## src/rtl/if_prefetch_unit.sv

```systemverilog
// Instruction-fetch unit: issues single-beat Wishbone reads ahead of decode
// and buffers the returned words in a small prefetch FIFO. A redirect flushes
// the FIFO and restarts fetch; any read still in flight is drained and dropped.
module if_prefetch_unit #(
  parameter int unsigned          ADDR_WIDTH = 32,
  parameter int unsigned          DATA_WIDTH = 32,
  parameter logic [ADDR_WIDTH-1:0] RESET_PC  = 32'h8000_0000,
  parameter int unsigned          FIFO_DEPTH = 4
) (
  input  logic                    clk,
  input  logic                    reset_n,
  input  logic                    redirect_valid_i,
  input  logic [ADDR_WIDTH-1:0]   redirect_pc_i,
  output logic                    inst_valid_o,
  output logic [DATA_WIDTH-1:0]   inst_o,
  output logic [ADDR_WIDTH-1:0]   inst_pc_o,
  output logic                    inst_err_o,
  input  logic                    inst_ready_i,
  output logic                    wb_cyc_o,
  output logic                    wb_stb_o,
  input  logic                    wb_ack_i,
  input  logic                    wb_err_i,
  output logic [ADDR_WIDTH-1:0]   wb_adr_o,
  output logic [DATA_WIDTH-1:0]   wb_dat_o,
  input  logic [DATA_WIDTH-1:0]   wb_dat_i,
  output logic [DATA_WIDTH/8-1:0] wb_sel_o,
  output logic                    wb_we_o
);

  localparam int unsigned PW = (FIFO_DEPTH > 1) ? $clog2(FIFO_DEPTH) : 1;
  localparam logic [PW:0] DEPTH_C = (PW+1)'(FIFO_DEPTH);

  typedef struct packed {
    logic                  err;
    logic [ADDR_WIDTH-1:0] pc;
    logic [DATA_WIDTH-1:0] data;
  } entry_t;

  typedef enum logic [1:0] {IDLE, REQ, DRAIN, HALT} state_t;

  state_t                state;
  logic                  req;
  logic [ADDR_WIDTH-1:0] adr;
  logic [ADDR_WIDTH-1:0] fetch_pc;

  entry_t                mem [FIFO_DEPTH];
  logic [PW-1:0]         rd_ptr, wr_ptr;
  logic [PW:0]           count;

  logic                  term, push, pop, slot_free;
  logic [PW:0]           cnt_after;
  entry_t                push_ent, head;
  logic [ADDR_WIDTH-1:0] redir_pc;
  logic                  unused_redir_lsb;

  assign unused_redir_lsb = ^redirect_pc_i[1:0];
  assign redir_pc         = {redirect_pc_i[ADDR_WIDTH-1:2], 2'b00};

  // Handshake decode: termination of the outstanding read, FIFO push/pop and
  // whether a slot remains free once this cycle's push/pop has happened.
  always_comb begin
    term      = req & (wb_ack_i | wb_err_i);
    push      = (state == REQ) & term & ~redirect_valid_i;
    pop       = inst_valid_o & inst_ready_i & ~redirect_valid_i;
    cnt_after = count + {{PW{1'b0}}, push} - {{PW{1'b0}}, pop};
    slot_free = cnt_after < DEPTH_C;
    push_ent  = '0;
    push_ent.pc = adr;
    if (wb_err_i) push_ent.err = 1'b1;
    else          push_ent.data = wb_dat_i;
  end

  // Prefetch FIFO storage; a redirect empties it and wins over push/pop.
  always_ff @(posedge clk or negedge reset_n) begin
    if (!reset_n) begin
      rd_ptr <= '0;
      wr_ptr <= '0;
      count  <= '0;
      for (int i = 0; i < FIFO_DEPTH; i++) mem[i] <= '0;
    end else if (redirect_valid_i) begin
      rd_ptr <= '0;
      wr_ptr <= '0;
      count  <= '0;
    end else begin
      if (push) begin
        mem[wr_ptr] <= push_ent;
        wr_ptr      <= wr_ptr + 1'b1;
      end
      if (pop) rd_ptr <= rd_ptr + 1'b1;
      count <= cnt_after;
    end
  end

  // Fetch FSM: owns the bus request registers and the next fetch address.
  always_ff @(posedge clk or negedge reset_n) begin
    if (!reset_n) begin
      state    <= IDLE;
      req      <= 1'b0;
      adr      <= RESET_PC;
      fetch_pc <= RESET_PC;
    end else if (redirect_valid_i) begin
      fetch_pc <= redir_pc;
      if (req && !term) begin
        state <= DRAIN;            // keep cyc/stb/adr until the slave answers
      end else begin
        state <= IDLE;
        req   <= 1'b0;
      end
    end else begin
      case (state)
        IDLE: if (slot_free) begin
          req   <= 1'b1;
          adr   <= fetch_pc;
          state <= REQ;
        end
        REQ: if (wb_err_i) begin
          req   <= 1'b0;
          state <= HALT;
        end else if (wb_ack_i) begin
          fetch_pc <= adr + ADDR_WIDTH'(4);
          if (slot_free) begin
            adr <= adr + ADDR_WIDTH'(4);   // back-to-back, no idle cycle
          end else begin
            req   <= 1'b0;
            state <= IDLE;
          end
        end
        DRAIN: if (term) begin
          req   <= 1'b0;
          state <= IDLE;
        end
        default: ;                 // HALT: wait for a redirect
      endcase
    end
  end

  assign head         = mem[rd_ptr];
  assign inst_valid_o = (count != '0);
  assign inst_o       = inst_valid_o ? head.data : '0;
  assign inst_pc_o    = inst_valid_o ? head.pc   : '0;
  assign inst_err_o   = inst_valid_o & head.err;

  assign wb_cyc_o = req;
  assign wb_stb_o = req;
  assign wb_adr_o = adr;
  assign wb_sel_o = {(DATA_WIDTH/8){req}};
  assign wb_dat_o = '0;
  assign wb_we_o  = 1'b0;

endmodule

```

## config.mk

```make
export PLATFORM = sky130hd
export DESIGN_NAME = if_prefetch_unit
export DESIGN_NICKNAME = d
export VERILOG_FILES = /design/src/rtl/if_prefetch_unit.sv
export SDC_FILE = /design/constraint.sdc
export NUM_CORES = 1
export LEC_CHECK = 0
export ABC_AREA = 1
export BUFFER_PORTS_ARGS = -buffer_cell sky130_fd_sc_hd__buf_2
export CAP_MARGIN = 25
export CELL_PAD_IN_SITES_DETAIL_PLACEMENT = 1
export CELL_PAD_IN_SITES_GLOBAL_PLACEMENT = 1
export CORE_MARGIN = 8
export CORE_UTILIZATION = 43
export CTS_BUF_LIST = sky130_fd_sc_hd__clkbuf_16
export DETAILED_ROUTE_END_ITERATION = 8
export MAX_ROUTING_LAYER = met4
export PLACE_DENSITY = 0.89
export SYNTH_ARGS = -nofsm -noshare
export SYNTH_HDL_FRONTEND = slang
export SYNTH_SLANG_ARGS = --single-unit
```

## constraint.sdc

```tcl
create_clock -name clk -period 3.65 [get_ports clk]
set_clock_uncertainty 0.2 [all_clocks]
set_input_delay 0 -clock clk [delete_from_list [all_inputs] [get_ports clk]]
set_output_delay 0 -clock clk [all_outputs]
set_load 0.05 [all_outputs]
```

==> impl_metrics.py, run 1 <==
metrics = {
    "critical_path": {
        "endpoint": "fetch_pc[29]",
        "rrSetupSlack_ns": 0.14,
        "crit_path_cell_trace": "inv_1 -> ha_1 -> buf_4 -> nand3_1 -> nand2_1 -> clkinvlp_4 -> nand2_1 -> nand3_1 -> dlygate4sd3_1",
        "crit_path_top_delay_cell": "dlygate4sd3_1",
        "arrival_ns": 3.74,
        "crit_start": "state[1]",
        "rr_startpoint": "state[1]",
        "path_depth": 9,
        "crit_buf_inv": 4,
        "r2r_end": "fetch_pc[29]",
        "worstSetupPathType": "flip-flop to flip-flop",
        "crit_required_ns": 3.88,
        "path_delay_family": "buffers and inverters",
        "cpPeakStageDelay_ns": 0.58,
        "worst_setup_path_start_kind": "flip-flop",
        "worst_setup_path_end_kind": "flip-flop",
        "reg2reg_depth": 9,
        "crit_fanout": 48,
    },
    "route": {
        "drt_first_iter_violations": 1175,
        "routed_wl_um": 59600,
        "route.detailed.drc": 0,
        "vias": 16100,
        "ant_nets": 0,
        "viasPerCell": 5.47,
        "drt_first_pass_iters": 5,
        "wl_per_cell_um": 20.3,
    },
    "yosys": {
        "synthXorXnorAreaFrac_pct": 0.623,
        "synth_flop_cell": "dfrtp_1",
        "synthMuxAreaShare_pct": 0,
        "synth_top_area_cell": "dfrtp_1",
        "yosysMostFrequentCell": "nand2_1",
        "yosysSeqAreaShare_pct": 49.6,
        "yosys.area_share.simple_pct": 22.1,
        "synth_top_family_by_area": "simple AND/OR/NAND/NOR gates",
        "synth_warnings": 0,
        "synth_top_area_share_pct": 49.3,
        "synth_fa_ha_area_share_pct": 0.861,
        "async_flop_share_pct": 100,
        "syn_inst": 2201,
        "synth-edff-count": 0,
        "synth_compound_area_share_pct": 15.9,
        "synth-seq-cells": 334,
        "yosys.cell_types.count": 33,
        "syn_area_per_cell_um2": 7.66,
        "synthTopCellsByCount": "630 x nand2_1, 332 x dfrtp_1, 299 x o21ai_0",
        "synthTopCellsByArea": "dfrtp_1 49%, nand2_1 14%, o21ai_0 8.9%, nor2_1 5.5%, a21oi_1 4.2%",
        "synthesis.area_um2": 16900,
    },
    "sta": {
        "drv_slew": 0,
        "slew_headroom_pct": 27.4,
        "fin_crit_sh_pct": 96.2,
        "holdWs_ns": -0.0361,
        "setup_slack_ns": 0.140,
        "final.setup.tns_ns": 0,
        "tightest_slew_ns": 1.09,
        "hold_viol": 14,
        "setup_viol": 0,
        "rsz0062_at_grt": "no",
        "fmaxAchievable_mhz": 285,
        "min_period_ns": 3.51,
    },
    "die": {
        "chipHeight_um": 214,
        "dieWidth_um": 214,
        "io_pins": 207,
        "die_area_um2": 45800,
        "start_util_pct": 43.6,
        "rows": 72,
        "core_um2": 38600,
    },
    "clock_tree": {
        "clockRootBuffer": "clkbuf_16",
        "clk_pin_slew_ns": 0.06,
        "numCtsBuffers": 38,
        "tritoncts": "built",
        "cts_sinks": 334,
        "insertion_delay_ns": 0.55,
        "clk_path_buf_depth": 3,
        "htreeDepth": 2,
    },
    "placed_design": {
        "place_inst": 2751,
        "post_dp_cell_area_um2": 17600,
        "gp_congestion": 0.899,
        "hpwlAfterDp_um": 34200,
        "post-place-ws_ns": 0.430,
        "io_buffers": 171,
    },
    "power_and_ir_drop": {
        "clock_power_share_pct": 23.2,
        "p_int_mw": 7.99,
        "ir_drop_mv": 0.661,
        "powerDensity_nw_per_um2": 775,
        "total_power_mw": 15.4,
        "leakagePower_nw": 9.85,
        "p_sw_share_pct": 48.2,
        "pwr-share-seq_pct": 33.1,
        "p_comb_share_pct": 43.7,
        "power.switching_mw": 7.44,
    },
    "layout": {
        "multiInputGateArea_um2": 6800,
        "n_fill_cell": 4735,
        "area_growth_pct": 18.2,
        "final_cell_area_um2": 19900,
        "seq_area_um2": 8370,
        "finalNonFillerCells": 2941,
        "fin_util_pct": 51.6,
        "layout.nets": 2478,
        "final_layout_size_suffix_gt1_share_pct": 11.6,
    },
    "global_routing": {
        "grt_start_max_net_pins": 132,
        "antenna_found_initial": 1,
        "grt_pass1_wl_um": 95000,
        "grt_usage_pct": 26.0,
        "gr-total-overflow": 0,
        "grt_pass1_vias": 17300,
    },
    "run": {
        "maxCapViolCount": 0,
    },
    "hold_path": {
        "min_path_type": "primary input to asynchronous set/reset pin",
    },
    "run_status": {
        "failed_checks": "hold timing",
        "status": "complete, but fails checks",
    },
}
## metal layers
metal / wire [um] / GRT usage (%) / share of wire [%]
met1: 24900 / 31.3 / 42
met3: 2980 / 3.94 / 5.0
met4: 2170 / 11.0 / 3.6
met5: 0 / - / 0
met2: 29600 / 43.1 / 50
## logic make-up (layout without fill, tap and decap cells)
| kind of cell | count (synthesis) | after routing |
|---|---|---|
| flops | 334 | 334 |
| other cells | 1 | 35 |
| fa+ha+maj | 11 | 11 |
| simple gates | 950 | 950 |
| xor+xnor | 12 | 12 |
| buf+inv | 369 | 557 |
| compound gates | 524 | 524 |
## what timing repair did
action                                  4_1_cts  5_1_grt
resized for setup                             0        2
endpoints found under the setup margin        0        9
setup buffers                                 0        1
endpoints found under the hold margin       297        0
hold buffers                                121        0
## sequential cells by signal (all words and copies together) (netlist names)
signal    flops
state         2
wr_ptr        2
count         3
wb_cyc_o      1
wb_adr_o     32
fetch_pc     32
rd_ptr        2
mem         260
## layout make-up
| class | instances | area share (%) |
|---|---|---|
| antenna | 2 | 0.0251 |
| multi-input combinational | 1530 | 34.1 |
| sequential | 334 | 42.0 |
| inverter | 173 | 3.30 |
| tap | 518 | 3.25 |
| timing repair buffer | 319 | 11.7 |
| clock buffer | 39 | 4.90 |
| clock inverter | 25 | 0.710 |
| timing repair inverter | 1 | 0.0377 |
## cells in the final DEF, fill, tap and decap left out, types with 33 or more instances in the layout
master,count
nand3_1,52
a21oi_1,141
nand2_1,630
nor2_1,245
dfrtp_1,330
o21ai_0,299
conb_1,33
dlygate4sd3_1,121
inv_1,172
buf_2,170
o21ai_1,58
clkbuf_16,39
## power groups by stage
stage,Sequential [mW],Combinational [mW],Clock (mW)
after floorplan,4.86,4.97,0
after global placement,5.08,6.19,0
after detailed placement,5.13,6.40,0
after CTS,5.08,6.62,3.59
after global routing,5.19,7.25,3.76
final,5.11,6.75,3.57
## how the worst min path moves through the flow
stage | slack, ns | to | from
after floorplan | -0.50 | count[0] | reset_n
after global routing | 0.06 | mem[171] | reset_n
after global placement | 0.003 | mem[77] | reset_n
after detailed placement | 0.008 | mem[77] | reset_n
final | -0.04 | mem[171] | reset_n
after CTS | 0.02 | mem[77] | reset_n
Power figures use the tool's default switching activity.
==> inputs of run 2 (changes only) <==
Settings changed: SETUP_SLACK_MARGIN set to 0.4.
==> run 2 against run 1 <==
Effect of this change:
- core utilization is 0.38 points lower
- the flow still finishes with violations (hold timing)
- sequential power about the same
- combinational power is essentially flat
- fmax grew 11%
- wire length shrank 1.4%
- first-iteration DRC count is 6.3% higher
- cell count shrank 0.61%
- global-route usage decreased by 0.28 points
- register-to-register slack better by 0.39 ns
==> impl_metrics.py, run 2 (synthesized netlist as in run 1, its figures left out) <==
metrics = {
    "global_routing": {
        "grt_usage_pct": 25.7,
        "grt_util_met1_pct": 31.0,
        "grt_start_max_net_pins": 132,
        "use_met2_pct": 42.6,
        "grt_most_used_layer": "met2",
        "gr-total-overflow": 0,
        "grt_pass1_wl_um": 94000,
        "met3_usage_pct": 3.91,
        "grt_pass1_vias": 17200,
        "antenna_found_initial": 1,
    },
    "sta": {
        "hold_viol": 15,
        "drv_slew": 0,
        "final.setup.tns_ns": 0,
        "min_period_ns": 3.15,
        "rsz0062_at_grt": "no",
        "slew_headroom_pct": 28.1,
        "setup_viol": 0,
        "tightest_slew_ns": 1.08,
        "fmaxAchievable_mhz": 317,
        "holdWs_ns": -0.0387,
        "fin_crit_sh_pct": 86.4,
    },
    "layout": {
        "top_register": "mem",
        "largest_reg_flops": 260,
        "area_growth_pct": 17.3,
        "layout.nets": 2460,
        "fin_util_pct": 51.2,
        "n_fill_cell": 4739,
        "final_layout_size_suffix_gt1_share_pct": 11.7,
        "mostFrequentLayoutCells": "628 x nand2_1, 330 x dfrtp_1, 299 x o21ai_0",
        "final_common_cell": "nand2_1",
        "final_cell_area_um2": 19800,
    },
    "route": {
        "drt_first_pass_iters": 5,
        "route.detailed.drc": 0,
        "drt_first_iter_violations": 1249,
        "wl_per_cell_um": 20.1,
        "vias": 15900,
        "ant_nets": 0,
        "routed_wl_um": 58800,
        "viasPerCell": 5.43,
    },
    "critical_path": {
        "reg2reg_depth": 7,
        "worstSetupPathType": "flip-flop to primary output",
        "crit_required_ns": 3.45,
        "rr_startpoint": "state[0]",
        "r2r_end": "mem[238]",
        "worst_setup_path_end_kind": "primary output",
        "crit_fanout": 50,
        "arrival_ns": 2.95,
        "rrSetupSlack_ns": 0.53,
        "worst_setup_path_start_kind": "flip-flop",
    },
    "power_and_ir_drop": {
        "p_comb_share_pct": 43.7,
        "ir_drop_mv": 0.580,
        "p_sw_share_pct": 48.2,
        "total_power_mw": 15.4,
        "clock_power_share_pct": 23.2,
        "power.switching_mw": 7.42,
        "powerDensity_nw_per_um2": 778,
        "leakagePower_nw": 9.78,
        "p_int_mw": 7.98,
        "pwr-share-seq_pct": 33.1,
    },
    "clock_tree": {
        "clk_pin_slew_ns": 0.06,
        "clockRootBuffer": "clkbuf_16",
        "htreeDepth": 2,
        "tritoncts": "built",
        "clk_path_buf_depth": 3,
        "cts_setup_buffers": 0,
        "insertion_delay_ns": 0.55,
        "numCtsBuffers": 38,
        "cts_sinks": 334,
    },
    "die": {
        "dieWidth_um": 214,
        "start_util_pct": 43.6,
        "die_area_um2": 45800,
        "core_um2": 38600,
        "rows": 72,
        "io_pins": 207,
        "chipHeight_um": 214,
    },
    "placed_design": {
        "post_dp_cell_area_um2": 17600,
        "io_buffers": 171,
        "hpwlAfterDp_um": 34200,
        "gp_congestion": 0.899,
    },
    "run_status": {
        "status": "complete, but fails checks",
        "failed_checks": "hold timing",
    },
    "hold_path": {
        "min_path_type": "primary input to asynchronous set/reset pin",
    },
    "run": {
        "maxCapViolCount": 0,
    },
}
## run 2: cell count changes in the layout (fill, tap and decap cells not counted)
cell	previous run	this run
buf_4	23	20
buf_12	4	5
nand2_1	630	628
buf_6	0	1
nand2_4	4	5
dlygate4sd3_1	121	105
clkinvlp_4	4	2
inv_1	172	173
inv_6	1	2
nand2_2	3	4
inv_2	7	6
## run 2: final cells by class
class	count	area (um^2)	share of cell area, %
clock inverter	25	141	0.715
inverter	173	659	3.33
tap	518	648	3.28
sequential	334	8370	42.3
clock buffer	39	976	4.93
antenna	2	5.00	0.0253
timing repair buffer	302	2180	11.0
multi-input combinational	1530	6810	34.4
## run 2: per-layer routing
| layer | share of wire, % | vias to the layer above |
|---|---|---|
| li1 | - | 7245 |
| met1 | 42 | 8004 |
| met2 | 49 | 497 |
| met3 | 4.8 | 138 |
| met4 | 3.8 | 0 |
| met5 | 0 | - |
## run 2: how the worst max path moves through the flow
| stage | startpoint | endpoint | slack [ns] |
|---|---|---|---|
| final | rd_ptr[0] | inst_pc_o[22] | 0.50 |
| after global routing | count[1] | wb_adr_o[15] | 0.36 |
| after CTS | count[1] | wb_adr_o[15] | 0.45 |
| after detailed placement | count[1] | wb_adr_o[5] | 0.43 |
| after global placement | wb_cyc_o | wb_adr_o[5] | 0.62 |
| after floorplan | wb_cyc_o | wb_adr_o[20] | 0.61 |
## run 2: metrics by stage
stage | worst slack (ns) | hold slack (ns) | cells
4_1_cts | 0.445 | 0.0165 | 2920
6_report | 0.497 | -0.0387 | 2923
2_1_floorplan | 0.605 | -0.496 | 2233
5_1_grt | 0.365 | 0.0592 | 2922
3_3_place_gp | 0.617 | 0.00296 | 2751
3_5_place_dp | 0.430 | 0.00758 | 2751
## run 2: power groups by stage
stage	combinational, mW	clock (mW)	sequential, mW
2_1_floorplan	4.97	0	4.86
3_3_place_gp	6.19	0	5.08
3_5_place_dp	6.40	0	5.13
4_1_cts	6.58	3.59	5.08
5_1_grt	7.22	3.76	5.18
6_report	6.73	3.57	5.10
## run 2: what timing repair did
action                                  in CTS  in global routing
hold buffers                               105                  0
endpoints found under the hold margin      297                  0
resized for setup                            1                  8
endpoints found under the setup margin       3                 26
## run 2: worst max-delay path, cell delays in order, from the launching register on
cell and delay [ns]:
dfrtp_4 0.82, buf_4 0.49, nor2_1 0.11, nor2_1 0.11, o21ai_0 0.12, a21oi_1 0.36
buf_2 0.35
